$ cat src/rtl/popcount_pipe.sv
//------------------------------------------------------------------------------
// Module      : popcount_pipe
// Description : Pipelined, valid/ready handshaked population counter. Each
//               accepted N-bit word is reduced by a pairwise adder tree. The
//               tree levels are split evenly across STAGES register stages;
//               any stages beyond the tree depth act as pure delay.
//
//               Optional feature, macro POPCOUNT_PIPE_ACCUM_EN:
//                 defined   - the final stage keeps a saturating ACC_W running
//                             total per packet, and out_last marks the end of
//                             the packet (packets are delimited by in_last).
//                 undefined - out_acc and out_last are tied to 0 and in_last
//                             is ignored. Latency and handshake are unchanged.
//
// Ports       : clk, rst      - clock; asynchronous active-high reset
//               in_valid/in_ready/in_data/in_last - input beat
//               out_valid/out_ready               - output handshake
//               out_count     - ones in the beat (COUNT_WIDTH+1 bits)
//               out_acc       - running packet total including this beat
//               out_last      - delayed in_last
// Revision    : 1.0 - initial release
//------------------------------------------------------------------------------
`default_nettype none

module popcount_pipe #(
   parameter  int N           = 8,
   parameter  int STAGES      = 2,
   parameter  int ACC_W       = 16,
   localparam int COUNT_WIDTH = $clog2(N)
) (
   input  logic                   clk,
   input  logic                   rst,
   input  logic                   in_valid,
   output logic                   in_ready,
   input  logic [N-1:0]           in_data,
   input  logic                   in_last,
   output logic                   out_valid,
   input  logic                   out_ready,
   output logic [COUNT_WIDTH:0]   out_count,
   output logic [ACC_W-1:0]       out_acc,
   output logic                   out_last
);

   localparam int LEVELS = $clog2(N);
   localparam int CW     = COUNT_WIDTH;

   // Partial sums of one tree level. 2*N slots so that pair indexing never
   // runs off the end; slots N..2N-1 are always zero.
   typedef logic [2*N-1:0][CW:0] sums_t;

   // Applies tree levels lo..hi-1 in place. Reading slots 2i and 2i+1 is safe
   // while writing slot i, since for i >= 1 both lie above every slot already
   // rewritten in this level. After all LEVELS, slot 0 holds the total.
   function automatic sums_t f_reduce(input sums_t v, input int lo, input int hi);
      sums_t t;
      t = v;
      for (int l = 0; l < LEVELS; l++) begin
         if (l >= lo && l < hi) begin
            for (int i = 0; i < N; i++) begin
               t[i] = t[2*i] + t[2*i+1];
            end
         end
      end
      return t;
   endfunction

   sums_t               w_in;
   sums_t               w_next [STAGES];
   sums_t               r_sums [STAGES];
   logic [STAGES-1:0]   r_valid;
   logic [STAGES:0]     w_vchain;
   logic                w_adv;
   logic                w_unused_sums;

   always_comb begin
      w_in = '0;
      for (int i = 0; i < N; i++) begin
         w_in[i][0] = in_data[i];
      end
   end

   // Every stage advances together; a bubble occupies its slot like a beat.
   assign w_adv     = out_ready | ~r_valid[STAGES-1];
   assign in_ready  = w_adv;
   assign w_vchain  = {r_valid, in_valid};

   for (genvar s = 0; s < STAGES; s++) begin : g_stage
      localparam int LO = (s * LEVELS) / STAGES;
      localparam int HI = ((s + 1) * LEVELS) / STAGES;
      if (s == 0) begin : g_first
         assign w_next[s] = f_reduce(w_in, LO, HI);
      end else begin : g_rest
         assign w_next[s] = f_reduce(r_sums[s-1], LO, HI);
      end
   end

   always_ff @(posedge clk or posedge rst) begin
      if (rst) begin
         r_valid <= '0;
         for (int s = 0; s < STAGES; s++) begin
            r_sums[s] <= '0;
         end
      end else if (w_adv) begin
         r_valid <= w_vchain[STAGES-1:0];
         for (int s = 0; s < STAGES; s++) begin
            r_sums[s] <= w_next[s];
         end
      end
   end

   assign out_valid     = r_valid[STAGES-1];
   assign out_count     = r_sums[STAGES-1][0];
   // Only slot 0 of the final stage is an output; the rest is trimmed.
   assign w_unused_sums = ^r_sums[STAGES-1];

`ifdef POPCOUNT_PIPE_ACCUM_EN
   localparam int SW = ((ACC_W > CW + 1) ? ACC_W : CW + 1) + 1;

   logic [STAGES-1:0]   r_last;
   logic [STAGES:0]     w_lchain;
   logic [ACC_W-1:0]    r_acc;
   logic                r_prev_last;
   logic [ACC_W-1:0]    w_acc_base;
   logic [SW-1:0]       w_acc_sum;
   logic [ACC_W-1:0]    w_acc_new;
   logic [CW:0]         w_fin_count;

   // Bubbles carry last=0 so out_last never shows a stale flag.
   assign w_lchain    = {r_last, in_last & in_valid};
   assign w_fin_count = w_next[STAGES-1][0];
   assign w_acc_base  = r_prev_last ? '0 : r_acc;
   assign w_acc_sum   = SW'(w_acc_base) + SW'(w_fin_count);
   // Once saturated, adding any count overflows again, so the total stays
   // pinned until a beat with last closes the packet.
   assign w_acc_new   = (|w_acc_sum[SW-1:ACC_W]) ? '1 : w_acc_sum[ACC_W-1:0];

   always_ff @(posedge clk or posedge rst) begin
      if (rst) begin
         r_last      <= '0;
         r_acc       <= '0;
         r_prev_last <= 1'b1;
      end else if (w_adv) begin
         r_last <= w_lchain[STAGES-1:0];
         if (w_vchain[STAGES-1]) begin
            r_acc       <= w_acc_new;
            r_prev_last <= w_lchain[STAGES-1];
         end
      end
   end

   assign out_acc  = r_acc;
   assign out_last = r_last[STAGES-1];
`else
   logic w_unused_in_last;

   assign w_unused_in_last = in_last;
   assign out_acc          = '0;
   assign out_last         = 1'b0;
`endif

endmodule

`default_nettype wire

$ cat config.mk
export PLATFORM = sky130hd
export DESIGN_NAME = popcount_pipe
export DESIGN_NICKNAME = d
export VERILOG_FILES = /design/src/rtl/popcount_pipe.sv
export SDC_FILE = /design/constraint.sdc
export NUM_CORES = 1
export LEC_CHECK = 0
export BUFFER_PORTS_ARGS = -buffer_cell sky130_fd_sc_hd__clkbuf_2
export CAP_MARGIN = 20
export CORE_ASPECT_RATIO = 1.2
export CORE_MARGIN = 3
export CORE_UTILIZATION = 47
export CTS_CLUSTER_DIAMETER = 150
export DETAILED_ROUTE_END_ITERATION = 10
export MAX_ROUTING_LAYER = met4
export PLACE_DENSITY = 0.74
export SLEW_MARGIN = 0
export SYNTH_ARGS = -nofsm -noshare
export SYNTH_HDL_FRONTEND = slang
export SYNTH_SLANG_ARGS = --single-unit
$ cat constraint.sdc
create_clock -name clk -period 3.1 [get_ports clk]
set_input_delay 0 -clock clk [delete_from_list [all_inputs] [get_ports clk]]
set_output_delay 0 -clock clk [all_outputs]
set_load 0.02 [all_outputs]
; Word level (Yosys, flattened, before mapping)
; Cells that the tools add are included.
[word_totals]
ff_bits = 22
n_memories = 0
elab_cells = 15
latch_bits = 0
rom_bits = 0
inputBits = 13
ramBits = 0
[classes]
magnitude_cmp = 0
reduce_logical = 0
n_div = 0
n_addsub = 7
n_mul = 0
eq_ne = 0
shifts = 0
bitwise_logic = 2
n_mux = 0
[op_table]
columns = cell, count
row1 = $add A4 B4 Y4, 3
row2 = $add A1 B1 Y2, 4
row3 = $not A1 Y1, 1
row4 = $or A1 B1 Y1, 1

; Logic depth before layout (Yosys ltp)
; Gate-level depths: netlist of run 1.
[logic_depth]
word_depth = 2
depth_mapped = 7

; Worst setup path after synthesis of run 1
; No wires, ideal clock.
[synth_path]
path_type = flip-flop to flip-flop
start = register r_sums[65] (netlist bit)
end = register r_sums, in the netlist out_count[2]
setup_ps = 125
path_slack_ps = 715
arrival_ps = 2260
path_stages_with_launch = 8
period_less_slack_ps = 2385
cell_sequence = dfrtp_1 -> inv_1 -> fa_1 -> inv_1 -> fa_1 -> ha_1 -> fa_1 -> mux2_4
[synth_lines]
columns = element, line
row1 = from (decl), 69  ; sums_t r_sums [STAGES];
row2 = "from (signal, indexed assignment)", 106  ; r_sums[s] <= w_next[s];

==> results.cfg, run 1 <==
[floorplan]
die_h_um = 54.42
pin_count = 36
core_area_mm2 = 0.001742
start_util_pct = 52.73
die_area_mm2 = 0.002522
rows = 16
die_w_um = 46.35

[setup_path]
worst-path-max-fanout = 2
cp.arrival_ns = 2.62
critPathRequiredTime_ns = 3.27
endpoint_kind = flop
crit_chain = inv_1 -> fa_1 -> inv_1 -> fa_1 -> ha_1 -> fa_1 -> mux2_4
cpMaxStageDelayCell = fa_1
crit_top_cell = fa_1
startpoint_type = flop
crit_type = reg -> reg
max_stage_delay_ns = 0.53

[global_route]
overflow = 0
grt_max_degree = 16
antenna_found_initial = 0
use_met2_pct = 15.60
grt_pass1_vias = 422
grtUsageTotal_pct = 10.91
grt_use_met3_pct = 1.974
use_met1_pct = 12.70
top_usage_layer = met2
grt_pass1_wl_um = 1814

[clock_tree]
cts_root_buffer = clkbuf_4
worst_skew_pair.late_latency_ns = 0.28
cts_buffer_depth = 2
cts_htree_levels = 1
post_cts_buffers = 0
path_clk_slew_ns = 0.08
cts_resized = 0
hold_buffers = 2
tritoncts = yes
numCtsBuffers = 3
clkSinkCount = 14

[detailed_routing]
ant_nets = 0
dr.pass1.iters = 2
route.detailed.drc = 0
drtIter0Drc = 3
routedWlPerCell_um = 10.99
vias_per_cell = 4.320
wirelength_um = 1132
num_vias = 445

[logic_synthesis]
synth_top_cell_by_area = dfrtp_1
synth_top_area_share_pct = 38.15
ys_types = 12
syn_inst = 69
synth_area_leaders = dfrtp_1 38%, buf_4 17%, mux2_4 13%, fa_1 8.7%, ha_1 8.2%
synth_seq_cells = 14
netlist_area_um2 = 918.4
synth-seq-area-share_pct = 38.15
syn-mean-instance-area_um2 = 13.31
yosys_warnings = 0

[sta]
fmax_mhz = 407.9
hold_viol = 0
slew_viol_final = 0
worst_slack_ns = 0.6482
period_share_pct = 79.09
slew_headroom_pct = 65.38
worst_pin_slew_ns = 0.5187
skew_ns = 0.001561
fin_setup_tns_ns = 0
finalSetupViolCount = 0
timing.final.crit_period_ns = 2.452
rsz0062_at_grt = no

[placed_design]
placed_cells = 97
dp_slack_ns = 0.6485
numPortBuffers = 17
place_congestion = 0.7493

[layout]
fin_cells = 103
area_growth_pct = 3.815
drive_above_1_share_pct = 41.18
nets = 109
diodes = 0

[power]
powerDensity_mw_per_mm2 = 648.4
leakagePower_uw = 0.0005384
worst_ir_drop_vdd_uv = 250.5

[outcome]
status = finished clean

[job]
maxCapViolations = 0

[worst_hold_path]
hold_path.class = in -> reg
-- power breakdown --
part	internal (uW)	leakage, uW	switching, uW
combinational	119	0.000348	116
sequential	225	0.000169	26.3
clock	71.4	0.0000210	60.2
-- layer usage --
| layer | part of all wire (%) | wire length [um] |
|---|---|---|
| met3 | 8.0 | 90 |
| met5 | 0 | 0 |
| met1 | 40 | 456 |
| met2 | 48 | 543 |
| met4 | 3.7 | 42 |
-- sequential cells by signal, summed over array words and instances, names as in the netlist --
register,flops
out_count,4
r_sums,8
r_valid,2
-- placed cells by master, fill, tap and decap left out, drive strengths merged --
cell type    count
nand2b           1
clkbuf          21
ha               6
or2b             1
conb            17
dlygate4sd3      2
mux2            13
dfrtp           14
inv              6
fa               4
-- cell type report --
cell class	instances	area [um^2]
Fill cell	151	788.3
Clock buffer	4	36.28
Inverter	6	22.52
Sequential cell	14	350.3
Tap cell	18	22.52
Timing Repair Buffer	19	105.1
Multi-Input combinational cell	42	416.7
-- kinds of logic (layout without fill, tap and decap cells) --
family / Yosys count / count (layout) / synth area share (%)
flip-flops: 14 / 14 / 38.15
other: 1 / 17 / 0.4083
buffers and inverters: 29 / 29 / 23.02
adder cells (fa/ha/maj): 10 / 10 / 16.89
multiplexers: 13 / 13 / 19.21
AND/OR/NAND/NOR: 2 / 2 / 2.316
-- critical path: cells and delay by family (launching register included) --
family	cells	cell delay (ns)
buffers and inverters	2	0.11
DFF	1	0.36
adders and majority gates	4	1.62
muxes	1	0.26
-- synth_stat cells --
cell type and count:
buf_4 21, dfrtp_1 14, mux2_4 8, ha_1 6, inv_1 6, mux2_2 5
fa_1 4, buf_12 1, buf_6 1, conb_1 1, nand2b_4 1, or2b_1 1
-- final timing paths --
check,start,to,slack (ns),depth (start not counted)
min reg2reg,r_valid[0]$_DFFE_PP0P_,r_valid[1]$_DFFE_PP0P_,0.48,1
max reg2reg,r_sums[65]$_DFFE_PP0P_,out_count[2]$_DFFE_PP0P_,0.65,7
min,in_data[5],r_sums[72]$_DFFE_PP0P_,0.06,3
min in group asynchronous,rst,r_sums[76]$_DFFE_PP0P_,0.27,3
max,r_sums[65]$_DFFE_PP0P_,out_count[2]$_DFFE_PP0P_,0.65,7
max in group asynchronous,rst,out_count[3]$_DFFE_PP0P_,2.48,3
-- through the flow --
| stage | area [um^2] | utilization [%] | power [uW] | hold WS, ns |
|---|---|---|---|---|
| finish | 953.4 | 54.74 | 618.2 | 0.05875 |
| global route | 953.4 | 54.74 | 666.0 | 0.07028 |
| CTS | 953.4 | 54.74 | 626.0 | 0.05127 |
| detailed placement | 897.1 | 51.51 | 491.4 | 0.05051 |
| global placement | 897.1 | 51.51 | 486.3 | 0.03527 |
| floorplan | 978.4 | - | 492.0 | -0.1108 |
Power figures use the tool's default switching activity.
==> inputs of run 2 (changes only) <==
- CORE_UTILIZATION: 47 -> 43
- PLACE_DENSITY: 0.74 -> 0.71
- clock period: 3.1 -> 2.25 ns (I/O delays scaled with it)
==> results.cfg, run 2 (synthesis gave the netlist of run 1 again) <==
[outcome]
status = finished with violations
violations = negative setup slack

[placed_design]
dp_hpwl_um = 1040
placed_area_um2 = 919.6
numPortBuffers = 17
placed_cells = 108
dp_slack_ns = -0.1865
place_congestion = 0.7297

[clock_tree]
cts_root_buffer = clkbuf_4
path_clk_slew_ns = 0.09
post_cts_buffers = 0
cts_htree_levels = 1
tritoncts = yes
cts_buffer_depth = 2
numCtsBuffers = 3
worst_skew_pair.late_latency_ns = 0.27
clkSinkCount = 14

[layout]
multi_input_area_um2 = 419.2
fin_cells = 114
nets = 110
area_growth_pct = 6.267
drive_above_1_share_pct = 44.19
fill_cells = 184
diodes = 0
regMostFlops = r_sums
largest_reg_flops = 8
final_cell_mix = 17 x conb_1, 17 x clkbuf_2, 14 x dfrtp_1, 8 x mux2_4
design_area_um2 = 975.9
seq_area_um2 = 350.3

[global_route]
grt_max_degree = 16
antenna_found_initial = 0
grt_pass1_vias = 502
overflow = 0
grt_pass1_wl_um = 2194
grtUsageTotal_pct = 11.55

[setup_path]
startpoint_type = flop
critPathRequiredTime_ns = 2.41
cp.arrival_ns = 2.60
crit_type = reg -> reg
worst-path-max-fanout = 2
endpoint_kind = flop

[sta]
worst_slack_ns = -0.1834
finalSetupViolCount = 2
worst_pin_slew_ns = 0.5333
skew_ns = 0.002735
fmax_mhz = 410.9
slew_headroom_pct = 64.40
whs_ns = 0.06484
timing.final.crit_period_ns = 2.433
hold_viol = 0
period_share_pct = 108.2
rsz0062_at_grt = yes
slew_viol_final = 0

[floorplan]
pin_count = 36
core_area_mm2 = 0.001936
start_util_pct = 47.45
die_area_mm2 = 0.002728
die_w_um = 48.19
rows = 17
die_h_um = 56.63

[detailed_routing]
dr.pass1.iters = 3
num_vias = 460
ant_nets = 0
vias_per_cell = 4.035
routedWlPerCell_um = 11.15
route.detailed.drc = 0
drtIter0Drc = 1
wirelength_um = 1271

[power]
powerDensity_mw_per_mm2 = 888.8
power.total_uw = 867.5
worst_ir_drop_vdd_uv = 398.2
leakagePower_uw = 0.0005410

[worst_hold_path]
hold_path.class = in -> reg

[job]
maxCapViolations = 0
run 2: timing repair:
action | in CTS | in global routing
endpoints found under the hold margin | 15 | 0
endpoints found under the setup margin | 2 | 2
resized for setup | 1 | 0
hold buffers | 2 | 0
run 2: layout make-up:
cell class | count | area share (%)
sequential | 14 | 35.90
multi-input combinational | 42 | 42.95
tap | 28 | 3.590
timing repair buffer | 20 | 11.54
inverter | 6 | 2.308
clock buffer | 4 | 3.718
run 2: path summary, 6_finish.rpt:
path,cells past startpoint,end,startpoint,slack [ns]
max,7,out_count[2]$_DFFE_PP0P_,r_sums[65]$_DFFE_PP0P_,-0.18
min,3,r_sums[64]$_DFFE_PP0P_,in_data[1],0.06
max reg2reg,7,out_count[2]$_DFFE_PP0P_,r_sums[65]$_DFFE_PP0P_,-0.18
min reg2reg,1,r_valid[1]$_DFFE_PP0P_,r_valid[0]$_DFFE_PP0P_,0.48
max in group asynchronous,3,r_valid[0]$_DFFE_PP0P_,rst,1.60
min in group asynchronous,3,r_sums[64]$_DFFE_PP0P_,rst,0.29
run 2: metal layers:
metal  GRT usage, %  vias up  routed length [um]
li1               -      213                   -
met1          14.57      227                 506
met2          17.16       18                 669
met3         0.9615        2                  67
met4          6.923        0                  27
met5              -        -                   0
run 2: where the power goes:
part	total (uW)	leakage (uW)	switching, uW	internal (uW)
combinational	342	0.000351	169	173
clock	179	0.0000210	80.3	98.2
sequential	347	0.000169	36.9	310
run 2: metrics by stage:
| step | TNS (ns) | utilization, % |
|---|---|---|
| 2_1_floorplan | -0.09555 | - |
| 3_3_place_gp | -0.1448 | 47.51 |
| 3_5_place_dp | -0.2964 | 47.51 |
| 4_1_cts | -0.2886 | 50.42 |
| 5_1_grt | -0.4365 | 50.42 |
| 6_report | -0.2810 | 50.42 |
run 2: critical path, stage by stage, from the launching register on:
cell     delay [ns]
dfrtp_1        0.37
inv_2          0.05
fa_1           0.53
inv_1          0.05
fa_1           0.48
ha_2           0.17
fa_1           0.41
mux2_4         0.27
